--- src/rtl/spi_tx_sequencer_if.sv ---
// Parallel link between the transmit sequencer and the SPI master core.
// The sequencer side uses the master modport, the SPI core side the slave modport.
interface spi_tx_sequencer_if #(
    parameter int WIDTH = 8
);
    logic [WIDTH-1:0] pdata;     // byte presented to the SPI core (i_PDATA)
    logic             valid;     // byte presented (i_valid)
    logic             ready;     // SPI core idle (o_ready)
    logic [WIDTH-1:0] rx_pdata;  // byte shifted in from MISO (P_DATA)

    modport master (
        output pdata,
        output valid,
        input  ready,
        input  rx_pdata
    );

    modport slave (
        input  pdata,
        input  valid,
        output ready,
        output rx_pdata
    );
endinterface

--- src/rtl/spi_tx_sequencer.sv ---
// Feeds host bytes from a small synchronous FIFO to an SPI master one at a
// time, paced by the master's ready flag, and returns each received byte to
// the host as a one-cycle strobe.
module spi_tx_sequencer #(
    parameter int WIDTH = 8,
    parameter int DEPTH = 8,
    parameter int AW    = 3
) (
    input  logic               i_clk,
    input  logic               i_rst,
    input  logic               i_wr_en,
    input  logic [WIDTH-1:0]   i_wr_data,
    input  logic               i_flush,
    output logic               o_full,
    output logic               o_empty,
    output logic [AW:0]        o_level,
    spi_tx_sequencer_if.master spi,
    output logic [WIDTH-1:0]   o_rx_data,
    output logic               o_rx_valid,
    output logic               o_busy,
    output logic [15:0]        o_tx_count
);

    typedef enum logic [1:0] {
        ST_IDLE      = 2'd0,
        ST_PRESENT   = 2'd1,
        ST_WAIT_DONE = 2'd2
    } state_t;

    state_t state_q, state_d;

    logic [WIDTH-1:0] mem [DEPTH];
    logic [AW-1:0]    wr_ptr_q, wr_ptr_d;
    logic [AW-1:0]    rd_ptr_q, rd_ptr_d;
    logic [AW:0]      level_q, level_d;
    logic             full_q, full_d;
    logic             empty_q, empty_d;
    logic [WIDTH-1:0] pdata_q;
    logic [WIDTH-1:0] rx_data_q, rx_data_d;
    logic             rx_valid_q, rx_valid_d;
    logic [15:0]      tx_count_q, tx_count_d;
    logic             pop;
    logic             push;

    // Transfer sequencing: pop on IDLE->PRESENT, capture the rx byte on WAIT_DONE exit.
    always_comb begin
        state_d    = state_q;
        pop        = 1'b0;
        rx_data_d  = rx_data_q;
        rx_valid_d = 1'b0;
        tx_count_d = tx_count_q;
        case (state_q)
            ST_IDLE: begin
                if (!empty_q && spi.ready) begin
                    pop     = 1'b1;
                    state_d = ST_PRESENT;
                end
            end
            ST_PRESENT: begin
                // The master drops ready once it has latched the byte.
                if (!spi.ready) begin
                    state_d = ST_WAIT_DONE;
                end
            end
            ST_WAIT_DONE: begin
                if (spi.ready) begin
                    rx_data_d  = spi.rx_pdata;
                    rx_valid_d = 1'b1;
                    tx_count_d = tx_count_q + 16'd1;
                    state_d    = ST_IDLE;
                end
            end
            default: begin
                state_d = ST_IDLE;
            end
        endcase
        // Flush abandons any transfer in flight; the last rx byte is kept.
        if (i_flush) begin
            state_d    = ST_IDLE;
            pop        = 1'b0;
            rx_valid_d = 1'b0;
            tx_count_d = 16'd0;
        end
    end

    // FIFO bookkeeping: a pop in the same cycle frees a slot, so a write at full is accepted then.
    always_comb begin
        push     = i_wr_en && (!full_q || pop) && !i_flush;
        wr_ptr_d = wr_ptr_q + AW'(push);
        rd_ptr_d = rd_ptr_q + AW'(pop);
        level_d  = level_q;
        if (push && !pop) begin
            level_d = level_q + (AW+1)'(1);
        end else if (!push && pop) begin
            level_d = level_q - (AW+1)'(1);
        end
        if (i_flush) begin
            wr_ptr_d = '0;
            rd_ptr_d = '0;
            level_d  = '0;
        end
        full_d  = (level_d == (AW+1)'(DEPTH));
        empty_d = (level_d == '0);
    end

    // FIFO storage write port; contents need no reset since the pointers gate reads.
    always_ff @(posedge i_clk) begin
        if (push) begin
            mem[wr_ptr_q] <= i_wr_data;
        end
    end

    // Registered read of the FIFO head straight into the byte presented to the master.
    always_ff @(posedge i_clk) begin
        if (i_rst || i_flush) begin
            pdata_q <= '0;
        end else if (pop) begin
            pdata_q <= mem[rd_ptr_q];
        end
    end

    // State, pointer, flag and counter registers.
    always_ff @(posedge i_clk) begin
        if (i_rst) begin
            state_q    <= ST_IDLE;
            wr_ptr_q   <= '0;
            rd_ptr_q   <= '0;
            level_q    <= '0;
            full_q     <= 1'b0;
            empty_q    <= 1'b1;
            rx_data_q  <= '0;
            rx_valid_q <= 1'b0;
            tx_count_q <= 16'd0;
        end else begin
            state_q    <= state_d;
            wr_ptr_q   <= wr_ptr_d;
            rd_ptr_q   <= rd_ptr_d;
            level_q    <= level_d;
            full_q     <= full_d;
            empty_q    <= empty_d;
            rx_data_q  <= rx_data_d;
            rx_valid_q <= rx_valid_d;
            tx_count_q <= tx_count_d;
        end
    end

    assign spi.pdata  = pdata_q;
    assign spi.valid  = (state_q == ST_PRESENT);
    assign o_busy     = (state_q != ST_IDLE);
    assign o_full     = full_q;
    assign o_empty    = empty_q;
    assign o_level    = level_q;
    assign o_rx_data  = rx_data_q;
    assign o_rx_valid = rx_valid_q;
    assign o_tx_count = tx_count_q;

endmodule

--- src/flat_wrapper.sv ---
// flat-port wrapper written by rule: the top's interface ports become plain ports
module spi_tx_sequencer_flat 
#(
    parameter int WIDTH = 8,
    parameter int DEPTH = 8,
    parameter int AW    = 3
)
  (i_clk, i_rst, i_wr_en, i_wr_data, i_flush, o_full, o_empty, o_level, o_rx_data, o_rx_valid, o_busy, o_tx_count, spi_pdata, spi_valid, spi_ready, spi_rx_pdata);
  spi_tx_sequencer_if #(.WIDTH(WIDTH)) spi_i ();
  input  logic i_clk;
  input  logic i_rst;
  input  logic i_wr_en;
  input  logic [WIDTH-1:0] i_wr_data;
  input  logic i_flush;
  output logic o_full;
  output logic o_empty;
  output logic [AW:0] o_level;
  output logic [WIDTH-1:0] o_rx_data;
  output logic o_rx_valid;
  output logic o_busy;
  output logic [15:0] o_tx_count;
  output wire logic [$bits(spi_i.pdata)-1:0] spi_pdata;
  output wire logic [$bits(spi_i.valid)-1:0] spi_valid;
  input wire logic [$bits(spi_i.ready)-1:0] spi_ready;
  input wire logic [$bits(spi_i.rx_pdata)-1:0] spi_rx_pdata;
  assign spi_pdata = spi_i.pdata;
  assign spi_valid = spi_i.valid;
  assign spi_i.ready = spi_ready;
  assign spi_i.rx_pdata = spi_rx_pdata;
  spi_tx_sequencer #(.WIDTH(WIDTH), .DEPTH(DEPTH), .AW(AW)) u_core (.i_clk(i_clk), .i_rst(i_rst), .i_wr_en(i_wr_en), .i_wr_data(i_wr_data), .i_flush(i_flush), .o_full(o_full), .o_empty(o_empty), .o_level(o_level), .spi(spi_i), .o_rx_data(o_rx_data), .o_rx_valid(o_rx_valid), .o_busy(o_busy), .o_tx_count(o_tx_count));
endmodule
--- config.mk ---
export PLATFORM = sky130hd
export DESIGN_NAME = spi_tx_sequencer_flat
export DESIGN_NICKNAME = d
export VERILOG_FILES = /design/src/rtl/spi_tx_sequencer_if.sv /design/src/rtl/spi_tx_sequencer.sv /design/src/flat_wrapper.sv
export SDC_FILE = /design/constraint.sdc
export NUM_CORES = 1
export LEC_CHECK = 0
export CAP_MARGIN = 25
export CORE_MARGIN = 2
export CORE_UTILIZATION = 58
export DETAILED_ROUTE_END_ITERATION = 7
export PLACE_DENSITY = 0.83
export SLEW_MARGIN = 5
export SYNTH_ARGS = -nofsm -noshare
export SYNTH_HDL_FRONTEND = slang
export SYNTH_SLANG_ARGS = --single-unit
export TNS_END_PERCENT = 50
--- constraint.sdc ---
create_clock -name i_clk -period 3.8 [get_ports i_clk]
set_clock_uncertainty 0.05 [all_clocks]
set_input_delay 0.76 -clock i_clk [delete_from_list [all_inputs] [get_ports i_clk]]
set_output_delay 0.76 -clock i_clk [all_outputs]
set_load 0.01 [all_outputs]
## Word level (Yosys, flattened, before mapping)

Memory sizes are Yosys's and may differ from the RTL's. A register that Yosys moved wholly into a read port is not among the register bits.
Cells that the tools add are included.

| cells by class | value |
|---|---|
| add/subtract/negate cells | 5 |
| eq/ne operators | 6 |
| mux-type cells | 13 |
| bitwise logic cells | 1 |
| reduce and logical (&&, ||, !) cells | 19 |

Operators with widths:

| operator | number |
|---|---|
| $add 16x1->16 const B | 1 |
| $mux 4 | 3 |
| $add 3x1->3 | 2 |
| $mux 1 | 6 |
| $mux 2 | 3 |
| $pmux 2 s3 | 1 |
| $logic_and 1x1->1 | 5 |
| $logic_not 1->1 | 5 |
| $add 4x1->4 const B | 1 |
| $eq 4x4->1 const B | 1 |
| $logic_not 4->1 | 1 |
| $ne 2x2->1 const B | 2 |
| $sub 4x1->4 const B | 1 |
| $reduce_and 3->1 | 1 |
| $reduce_or 3->1 | 1 |
| $eq 2x1->1 const B | 1 |
| $eq 2x2->1 const B | 1 |
| $logic_not 2->1 | 1 |
| $logic_or 1x1->1 | 2 |
| $ne 2x1->1 const B | 1 |
| $reduce_and 2->1 | 1 |
| $reduce_bool 2->1 | 1 |
| $reduce_or 2->1 | 1 |
| $not 1->1 | 1 |

| storage, ports and cells | value |
|---|---|
| bits in registers | 39 |
| RAM bits | 64 |
| bits of input ports | 21 |
| output and inout port bits | 41 |
| logic and storage cells | 54 |
| memories kept | 1 |

Memory list:

| name | depth | bits a word | rd ports | clocked after Yosys merged registers in | wr ports | line | RTL |
|---|---|---|---|---|---|---|---|
| u_core.mem | 8 | 8 | 1 | 1 | 1 | spi_tx_sequencer.sv:32 | `logic [WIDTH-1:0] mem [DEPTH];` |

## Longest topological paths before layout

Gate-level depths: netlist of run 1.

| logic depth | value |
|---|---|
| word-level depth | 14 |
| mapped depth | 8 |
| depth with buffers taken out | 7 |

## Worst setup path after synthesis of run 1

Ideal clock, no wire load.

| timing path | value |
|---|---|
| path kind | input to register |
| start point | in spi_ready |
| end point | mem u_core.mem[0][0] (enable) |
| setup time | 383 ps |
| arrival | 2,319 ps |
| path slack | 1,048 ps |
| stages | 5 |
| buffers on the path | 1 |
| cells stage by stage | or4b_4 > buf_6 > a21oi_1 > nand2b_1 > nor3_1 |

| between the ends | value |
|---|---|
| word-level cells in the longest chain between the ends | 9 |

Ends and longest elaborated chain:

| element | line | RTL |
|---|---|---|
| from (decl) | flat_wrapper.sv:24 | `input wire logic [$bits(spi_i.ready)-1:0] spi_ready;` |
| $logic_and 1x1->1 | spi_tx_sequencer.sv:54 | `if (!empty_q && spi.ready) begin` |
| $mux 1 | spi_tx_sequencer.sv:54 |  |
| $mux 1 | spi_tx_sequencer.sv:52 | `case (state_q)` |
| $mux 1 | spi_tx_sequencer.sv:78 | `if (i_flush) begin` |
| $logic_or 1x1->1 | spi_tx_sequencer.sv:88 | `push = i_wr_en && (!full_q \|\| pop) && !i_flush;` |
| $logic_and 1x1->1 (2 in series) | spi_tx_sequencer.sv:88 |  |
| $mux 1 | spi_tx_sequencer.sv:108 | `if (push) begin` |
| $mux 1 (not written as such) | spi_tx_sequencer.sv:109 | `mem[wr_ptr_q] <= i_wr_data;` |
| to (decl) | spi_tx_sequencer.sv:32 |  |

Every way passes these cells.

## Final worst setup path of run 1

| timing path | value |
|---|---|
| start point | in spi_ready |
| end point | mem u_core.mem[7][3] (enable) |

The elaborated chain is that of the path after synthesis.

==> results of run 1 <==
## state kept, by name, indices dropped and copies added, names as in the netlist
name and count:
u_core.o_level 4, u_core.o_empty 1, u_core.mem 64, u_core.state_q 2
u_core.o_tx_count 16, u_core.o_rx_valid 1, u_core.wr_ptr_q 3, u_core.o_full 1
u_core.spi.pdata 8, u_core.o_rx_data 8, u_core.rd_ptr_q 3
## cells by family (layout without fill, tap and decap cells)
family,Yosys count,count (layout),synth area share [%]
XOR/XNOR,21,21,4.314
buffers and inverters,17,84,1.776
AND/OR/NAND/NOR,110,110,12.55
flip-flops,111,111,64.51
AO/OA/AOI/OAI,29,29,4.229
multiplexers,26,26,10.66
adder cells (fa/ha/maj),7,7,1.973
## final timing paths
kind,start,to,cells past startpoint,slack [ns]
worst max-delay path,spi_ready,u_core.mem[7][3]$_DFFE_PP_,5,0.87
worst min-delay path,u_core.o_rx_data[5]$_SDFFE_PP0P_,u_core.o_rx_data[5]$_SDFFE_PP0P_,2,0.41
worst max register to register,u_core.state_q[0]$_SDFFE_PP0P_,u_core.mem[7][3]$_DFFE_PP_,4,1.34
worst min register to register,u_core.o_rx_data[5]$_SDFFE_PP0P_,u_core.o_rx_data[5]$_SDFFE_PP0P_,2,0.41
## critical path, cell delays in order
cell and delay [ns]:
clkdlybuf4s50_1 0.54, or4b_4 0.60, a21oi_1 0.32, nand2_1 0.16
nor2_1 0.52
## area by class of cell
class / instances / area (um2)
tap: 99 / 123.9
inverter: 2 / 7.507
timing repair buffer: 66 / 655.6
multi-input combinational: 193 / 1496
clock buffer: 9 / 123.9
fill: 474 / 1979
clock inverter: 7 / 81.33
sequential: 111 / 2863
## cell usage in the layout (no fill, tap or decap), types with 5 or more instances in the layout
cell type        count
edfxtp_1            64
clkdlybuf4s50_1     61
dfxtp_1             47
nor2_1              40
nand2_1             26
mux4_2              16
a21oi_1             13
a211oi_1            11
xnor2_1             11
mux2i_1              9
xor2_1               9
clkbuf_8             9
ha_1                 7
nand3_1              5
## metrics by stage
stage          power, mW  hold slack [ns]
6_report           2.084           0.4122
5_1_grt            2.149           0.4381
4_1_cts            2.092           0.4125
3_5_place_dp       1.409           0.3982
3_3_place_gp       1.406           0.3914
2_1_floorplan      1.359           0.4305
## power groups by stage
stage	sequential [mW]	clock, mW	combinational [mW]
3_5_place_dp	1.31	0	0.0970
4_1_cts	1.28	0.710	0.0980
5_1_grt	1.29	0.757	0.107
3_3_place_gp	1.31	0	0.0947
2_1_floorplan	1.31	0	0.0482
6_report	1.28	0.703	0.0980
## metal layers
metal	vias to the layer above	global-route usage (%)	wire, um
met5	-	0	0
met3	12	4.813	584
li1	1298	-	-
met4	0	7.955	133
met2	115	33.64	4044
met1	1331	31.46	3753
==> results.sh, run 1 <==
export IMPL_clk_latency_ns=0.39
export IMPL_synth_flop_cell="edfxtp_1"
export IMPL_grt_pass1_vias=2577
export IMPL_vias=2756
export IMPL_dp_hpwl_um=6082
export IMPL_tns_ns=0
export IMPL_synth_area_um2=4438
export IMPL_hold_viol=0
export IMPL_dieArea_um2=8368
export IMPL_fin_crit_sh_pct=77.20
export IMPL_drive_above_1_share_pct=12.63
export IMPL_max_slew_worst_pin_slew_ns=0.7803
export IMPL_routed_via_density=5.659
export IMPL_yosys_top_cells_count="edfxtp_1, dfxtp_1, nor2_1, nand2_1, mux4_2"
export IMPL_clockRootBuffer="clkbuf_8"
export IMPL_synth_area_leader_cell="edfxtp_1"
export IMPL_path_class="input pin to flop"
export IMPL_p_int_mw=1.588
export IMPL_synth_most_common_cell="edfxtp_1"
export IMPL_p_comb_share_pct=4.7
export IMPL_clockPowerShare_pct=33.7
export IMPL_max_vdd_ir_drop_mv=0.2859
export IMPL_synth_edf_count=64
export IMPL_rsz0062_at_grt="false"
export IMPL_ys_ff_latch=111
export IMPL_n_antenna_cell=0
export IMPL_endpoint_kind="flop"
export IMPL_cts_setup_buffers=0
export IMPL_dp_slack_ns=0.4730
export IMPL_ys_warn_count=0
export IMPL_track_usage_pct=22.07
export IMPL_power_switching_uw=496.3
export IMPL_final_cell_area_um2=5351
export IMPL_synth_nets=349
export IMPL_setup_violations=0
export IMPL_postPlaceCellArea_um2=5131
export IMPL_io_buffers=61
export IMPL_die_w_um=91.48
export IMPL_cp_max_fo=11
export IMPL_post_drt_wl_per_cell_um=17.48
export IMPL_cts_tree="done"
export IMPL_finalCriticalPeriod_ns=2.933
export IMPL_seq_power_share_pct=61.6
export IMPL_drc=0
export IMPL_dp_cells=470
export IMPL_startpoint_type="input pin"
export IMPL_fin_ws_ns=0.8665
export IMPL_fin_util_pct=73.00
export IMPL_hold_buffers=0
export IMPL_worstPathArrival_ns=2.91
export IMPL_start_util_pct=60.54
export IMPL_cts_num_sinks=111
export IMPL_grt_pass1_wl_um=13720
export IMPL_powerDensity_nw_per_um2=389.5
export IMPL_first_pass_iters=6
export IMPL_gp_congestion=0.7591
export IMPL_syn_to_final_growth_pct=20.58
export IMPL_status="finished clean"
export IMPL_leakage_nw=1.730
export IMPL_clock_path_buffers=2
export IMPL_synth_cell_types=45
export IMPL_numCtsBuffers=9
export IMPL_max_freq_ghz=0.3409
export IMPL_antenna_found_initial=0
export IMPL_fin_cells=487
export IMPL_cap_violations=0
export IMPL_htreeDepth=3
export IMPL_io_pins=62
export IMPL_drtIter0Drc=139
export IMPL_yosysTopAreaCellShare_pct=43.30
export IMPL_fp_dieH_um=91.48
export IMPL_grt_overflow_total=0
export IMPL_synthTopCellsByArea="edfxtp_1, dfxtp_1, mux4_2"
export IMPL_ant_nets=0
export IMPL_syn_inst=321
export IMPL_ys_seq_area_share_pct=64.51
export IMPL_core_um2=7331
export IMPL_drt_total_wl_um=8515
export IMPL_clk_pin_slew_ns=0.11
export IMPL_post_cts_resized=0
export IMPL_slew_headroom_pct=47.91
export IMPL_postSynthAreaPerCell_um2=13.83
export IMPL_num_rows=31
export IMPL_required_ns=3.77
export IMPL_grt_max_degree=35
export IMPL_p_sw_share_pct=23.81
export IMPL_min_path_type="flop to flop"
export IMPL_fin_nets=411
export IMPL_async_flop_share_pct=0
export IMPL_slew_violations=0
No activity file was read; power rests on OpenSTA's default activity.
==> run 2, diff against run 1 <==
Settings changed: CORE_UTILIZATION 58 to 49, PLACE_DENSITY 0.83 to 0.75.
Clock period 3.8 ns to 2.6 ns, I/O delays scaled along.
==> results.sh, run 2 (same netlist as run 1, synthesis figures left out) <==
export IMPL_status="finished clean"
export IMPL_clk_pin_slew_ns=0.10
export IMPL_clock_path_buffers=2
export IMPL_cts_setup_buffers=0
export IMPL_hold_buffers=0
export IMPL_fin_nets=424
export IMPL_setup_violations=0
export IMPL_layout_commonest_cell="edfxtp_1"
export IMPL_max_vdd_ir_drop_mv=0.2911
export IMPL_dieArea_um2=9835
export IMPL_min_path_type="flop to flop"
export IMPL_post_drt_wl_per_cell_um=17.50
export IMPL_vias=2760
export IMPL_path_class="input pin to flop"
export IMPL_drtIter0Drc=155
export IMPL_io_pins=62
export IMPL_hold_viol=0
export IMPL_dp_cells=493
export IMPL_grt_pass1_vias=2685
export IMPL_cap_violations=0
export IMPL_cts_num_sinks=111
export IMPL_drive_above_1_share_pct=15.46
export IMPL_cts_tree="done"
export IMPL_num_rows=34
export IMPL_post_cts_resized=0
export IMPL_syn_to_final_growth_pct=23.12
export IMPL_htreeDepth=3
export IMPL_first_pass_iters=4
export IMPL_start_util_pct=50.64
export IMPL_hold_depth=2
export IMPL_powerDensity_nw_per_um2=572.6
export IMPL_regMostFlops="u_core.mem"
export IMPL_gp_congestion=0.7763
export IMPL_antenna_found_initial=0
export IMPL_final_cell_mix="edfxtp_1, clkdlybuf4s50_1, dfxtp_1"
export IMPL_fin_cells=509
export IMPL_leakage_nw=1.801
export IMPL_max_freq_ghz=0.4149
export IMPL_finalCriticalPeriod_ns=2.410
export IMPL_fin_crit_sh_pct=92.70
export IMPL_die_w_um=99.17
export IMPL_power_switching_uw=710.0
export IMPL_grt_overflow_total=0
export IMPL_numCtsBuffers=9
export IMPL_cp_max_fo=8
export IMPL_p_int_mw=2.418
export IMPL_fin_total_pwr_mw=3.129
export IMPL_n_antenna_cell=0
export IMPL_p_sw_share_pct=22.70
export IMPL_path_cells="clkdlybuf4s50_1 -> or4b_4 -> a21oi_1 -> nand2_1 -> nor3_1 -> buf_4"
export IMPL_core_um2=8763
export IMPL_dp_hpwl_um=6416
export IMPL_track_usage_pct=19.08
export IMPL_slew_violations=0
export IMPL_grt_max_degree=35
export IMPL_cp_top_family="simple AND/OR/NAND/NOR gates"
export IMPL_seq_power_share_pct=60.0
export IMPL_p_comb_share_pct=4.9
export IMPL_max_slew_worst_pin_slew_ns=0.7557
export IMPL_fp_dieH_um=99.17
export IMPL_clk_latency_ns=0.37
export IMPL_drt_total_wl_um=8906
export IMPL_crit_slowest_cell="clkdlybuf4s50_1"
export IMPL_io_buffers=61
export IMPL_critical_path_max_stage_delay_ns=0.51
export IMPL_clockRootBuffer="clkbuf_8"
export IMPL_drc=0
export IMPL_required_ns=2.63
export IMPL_ant_nets=0
export IMPL_slew_headroom_pct=49.55
export IMPL_path_depth=6
export IMPL_routed_via_density=5.422
export IMPL_rsz0062_at_grt="false"
export IMPL_critical_path_buf_inv_count=2
export IMPL_reg2reg_depth=5
export IMPL_clockPowerShare_pct=35.2
export IMPL_startpoint_type="input pin"
export IMPL_endpoint_kind="flop"
export IMPL_largest_register_ffs=64
export IMPL_worstPathArrival_ns=2.44
export IMPL_grt_pass1_wl_um=14200
## run 2: cell count changes in the layout (fill, tap and decap cells not counted)
cell / change
bufinv_16: +1
buf_4: +14
inv_8: +2
inv_6: -1
buf_8: -1
clkinv_8: -2
## run 2: worst reg2reg max path: cells and delay by family, from the launching register on
family                 cells  cell delay [ns]
AOI/OAI and AO/OA          1             0.35
buffers and inverters      1             0.21
and+or+nand+nor            3             0.92
DFF                        1             0.36
## run 2: through the flow
stage / setup TNS, ns / hold WS (ns) / instance area [um2] / utilization, % / setup slack [ns]
6_report: 0 / 0.4098 / 5464 / 62.35 / 0.1898
5_1_grt: 0 / 0.4435 / 5464 / 62.35 / 0.1501
4_1_cts: 0 / 0.4128 / 5464 / 62.35 / 0.1908
3_5_place_dp: -8.145 / 0.3989 / 5248 / 59.88 / -0.1889
3_3_place_gp: -4.485 / 0.3925 / 5248 / 59.88 / -0.1149
2_1_floorplan: 0 / 0.4305 / 4438 / - / 0.08762
## run 2: worst paths after layout
check	start	to	slack, ns
setup / recovery	spi_ready	u_core.mem[1][1]$_DFFE_PP_	0.19
hold reg to reg	u_core.o_rx_data[3]$_SDFFE_PP0P_	u_core.o_rx_data[3]$_SDFFE_PP0P_	0.41
setup reg to reg	u_core.state_q[0]$_SDFFE_PP0P_	u_core.mem[1][1]$_DFFE_PP_	0.43
hold / removal	u_core.o_rx_data[3]$_SDFFE_PP0P_	u_core.o_rx_data[3]$_SDFFE_PP0P_	0.41
## run 2: power groups by stage
stage                     Combinational, mW  Sequential (mW)  Clock, mW
final                                 0.153             1.88       1.10
after global routing                  0.167             1.88       1.19
after CTS                             0.155             1.88       1.12
after detailed placement              0.154             1.92          0
after global placement                0.151             1.92          0
after floorplan                      0.0705             1.92          0
## run 2: final cells by class
cell class                      count  area, um2
Tap cell                          108      135.1
Clock inverter                      7      92.59
Inverter                            2      7.507
Fill cell                         669       3299
Clock buffer                        9      123.9
Sequential cell                   111       2863
Multi-Input combinational cell    193       1496
Timing Repair Buffer               79      745.7
## run 2: metal layers
layer	track usage [%]	vias to the layer above	share of wire [%]
met5	0	-	0
met4	6.006	0	0.63
met3	4.146	5	8.2
met2	29.42	99	47
met1	27.45	1332	44
li1	-	1324	-
==> run 3, diff against run 2 <==
Settings changed: ABC_AREA from default to 1, PLACE_DENSITY 0.75 to 0.74.
==> results.sh, run 3 <==
export IMPL_final_cell_mix="nor2_1, nand2_1, edfxtp_1"
export IMPL_fin_crit_sh_pct=80.36
export IMPL_endpoint_kind="primary output"
export IMPL_die_w_um=101.3
export IMPL_clk_latency_ns=0.36
export IMPL_synth_area_leader_cell="edfxtp_1"
export IMPL_dr_wl_met3_um=431
export IMPL_synth_most_common_cell="nor2_1"
export IMPL_largest_register_ffs=64
export IMPL_required_ns=2.03
export IMPL_clk_pin_slew_ns=0.11
export IMPL_grt_pass1_wl_um=16710
export IMPL_fin_util_pct=61.27
export IMPL_max_slew_worst_pin_slew_ns=0.5096
export IMPL_start_util_pct=50.44
export IMPL_slew_headroom_pct=65.99
export IMPL_hold_ws_ns=0.4212
export IMPL_syn_inst=471
export IMPL_worstPathArrival_ns=1.52
export IMPL_synth_flop_cell="edfxtp_1"
export IMPL_syn_to_final_growth_pct=21.47
export IMPL_io_pins=62
export IMPL_vias=3529
export IMPL_hold_viol=0
export IMPL_drtIter0Drc=212
export IMPL_routed_via_density=5.339
export IMPL_cp_max_fo=3
export IMPL_clockRootBuffer="clkbuf_8"
export IMPL_synth_area_um2=4638
export IMPL_yosysTopAreaCellShare_pct=41.44
export IMPL_powerDensity_nw_per_um2=534.8
export IMPL_top_layer="met4"
export IMPL_cts_tree="done"
export IMPL_wl_met1_um=4616
export IMPL_drc=0
export IMPL_synthTopCellsByArea="edfxtp_1, dfxtp_1, nor2_1"
export IMPL_path_class="flop to primary output"
export IMPL_drive_above_1_share_pct=10.91
export IMPL_post_cts_resized=0
export IMPL_ys_ff_latch=111
export IMPL_fp_dieH_um=101.3
export IMPL_finalCriticalPeriod_ns=2.089
export IMPL_max_vdd_ir_drop_mv=0.3524
export IMPL_hold_end="u_core.o_rx_data[5]$_SDFFE_PP0P_"
export IMPL_dieArea_um2=10260
export IMPL_cts_setup_buffers=0
export IMPL_first_pass_iters=5
export IMPL_wl_met2_um=5132
export IMPL_io_buffers=61
export IMPL_r2r_start="u_core.state_q[0]$_SDFFE_PP0P_"
export IMPL_cap_violations=0
export IMPL_slew_violations=0
export IMPL_setup_violations=0
export IMPL_grt_overflow_total=0
export IMPL_drt_total_wl_um=10400
export IMPL_reg2reg_depth=6
export IMPL_max_freq_ghz=0.4786
export IMPL_antenna_found_initial=0
export IMPL_startpoint_type="flop"
export IMPL_fin_nets=573
export IMPL_clock_path_buffers=2
export IMPL_gp_congestion=0.9207
export IMPL_ys_warn_count=0
export IMPL_synth_edf_count=64
export IMPL_dp_hpwl_um=7354
export IMPL_htreeDepth=3
export IMPL_ys_seq_area_share_pct=61.72
export IMPL_ant_nets=0
export IMPL_core_um2=9196
export IMPL_yosys_top_cells_count="nor2_1, nand2_1, edfxtp_1, dfxtp_1, o21ai_0"
export IMPL_regMostFlops="u_core.mem"
export IMPL_num_rows=35
export IMPL_grt_pass1_vias=3354
export IMPL_tns_ns=0
export IMPL_reg2reg_slack_ns=0.74
export IMPL_cts_num_sinks=111
export IMPL_grt_max_degree=34
export IMPL_track_usage_pct=21.31
export IMPL_worst_r2r_endpoint="u_core.mem[0][7]$_DFFE_PP_"
export IMPL_synth_nets=499
export IMPL_final_cell_area_um2=5634
export IMPL_worstHoldStart="u_core.o_rx_data[5]$_SDFFE_PP0P_"
export IMPL_n_antenna_cell=0
export IMPL_rsz0062_at_grt="false"
export IMPL_layout_commonest_cell="nor2_1"
export IMPL_async_flop_share_pct=0
export IMPL_min_path_type="flop to flop"
export IMPL_status="finished clean"
export IMPL_synth_cell_types=28
export IMPL_post_drt_wl_per_cell_um=15.73
export IMPL_hold_depth=2
export IMPL_postSynthAreaPerCell_um2=9.848
export IMPL_leakage_nw=1.974
export IMPL_hold_buffers=0
export IMPL_numCtsBuffers=9
export IMPL_postPlaceCellArea_um2=5456
run 3: kinds of logic after synthesis:
kind of cell	Yosys count	synth area share (%)
DFF	111	61.72
xor gates and xnor gates	9	1.699
and+or+nand+nor	196	18.69
AOI/OAI and AO/OA	95	11.57
adders and majority gates	7	1.888
buffers and inverters	53	4.424
run 3: power by group:
group | leakage [nW] | total, mW | switching (mW) | internal, mW
combinational | 0.932 | 0.187 | 0.108 | 0.0786
sequential | 0.957 | 1.88 | 0.0111 | 1.87
clock | 0.0841 | 0.946 | 0.588 | 0.358
run 3: worst max path at each step:
stage	endpoint	cells past startpoint	startpoint	slack (ns)
3_3_place_gp	u_core.mem[0][6]$_DFFE_PP_	8	spi_ready	0.20
3_5_place_dp	u_core.mem[0][1]$_DFFE_PP_	8	spi_ready	0.13
2_1_floorplan	u_core.mem[0][0]$_DFFE_PP_	6	spi_ready	0.65
6_report	spi_valid	3	u_core.state_q[0]$_SDFFE_PP0P_	0.51
4_1_cts	o_busy	3	u_core.state_q[0]$_SDFFE_PP0P_	0.47
5_1_grt	spi_valid	3	u_core.state_q[0]$_SDFFE_PP0P_	0.45
run 3: critical path, cell delays in order (launching register included):
cell             delay [ns]
dfxtp_1                0.37
inv_2                  0.05
nor2_1                 0.16
clkdlybuf4s50_1        0.59
run 3: through the flow:
stage	total power, mW	std cells	setup slack (ns)
floorplan	2.011	471	0.6499
global placement	2.105	645	0.1970
detailed placement	2.108	645	0.1311
CTS	3.037	661	0.4737
global route	3.127	661	0.4470
finish	3.013	661	0.5107
run 3: area by class of cell:
cell class | count | area (um2)
sequential | 111 | 2863
timing repair buffer | 79 | 745.7
fill | 764 | 3562
clock inverter | 7 | 53.80
inverter | 37 | 138.9
clock buffer | 9 | 123.9
multi-input combinational | 307 | 1570
tap | 111 | 138.9
run 3: layer usage:
metal,track usage [%],vias up
li1,-,1734
met1,28.78,1681
met2,34.39,97
met3,4.141,17
met4,7.900,0
met5,0,-
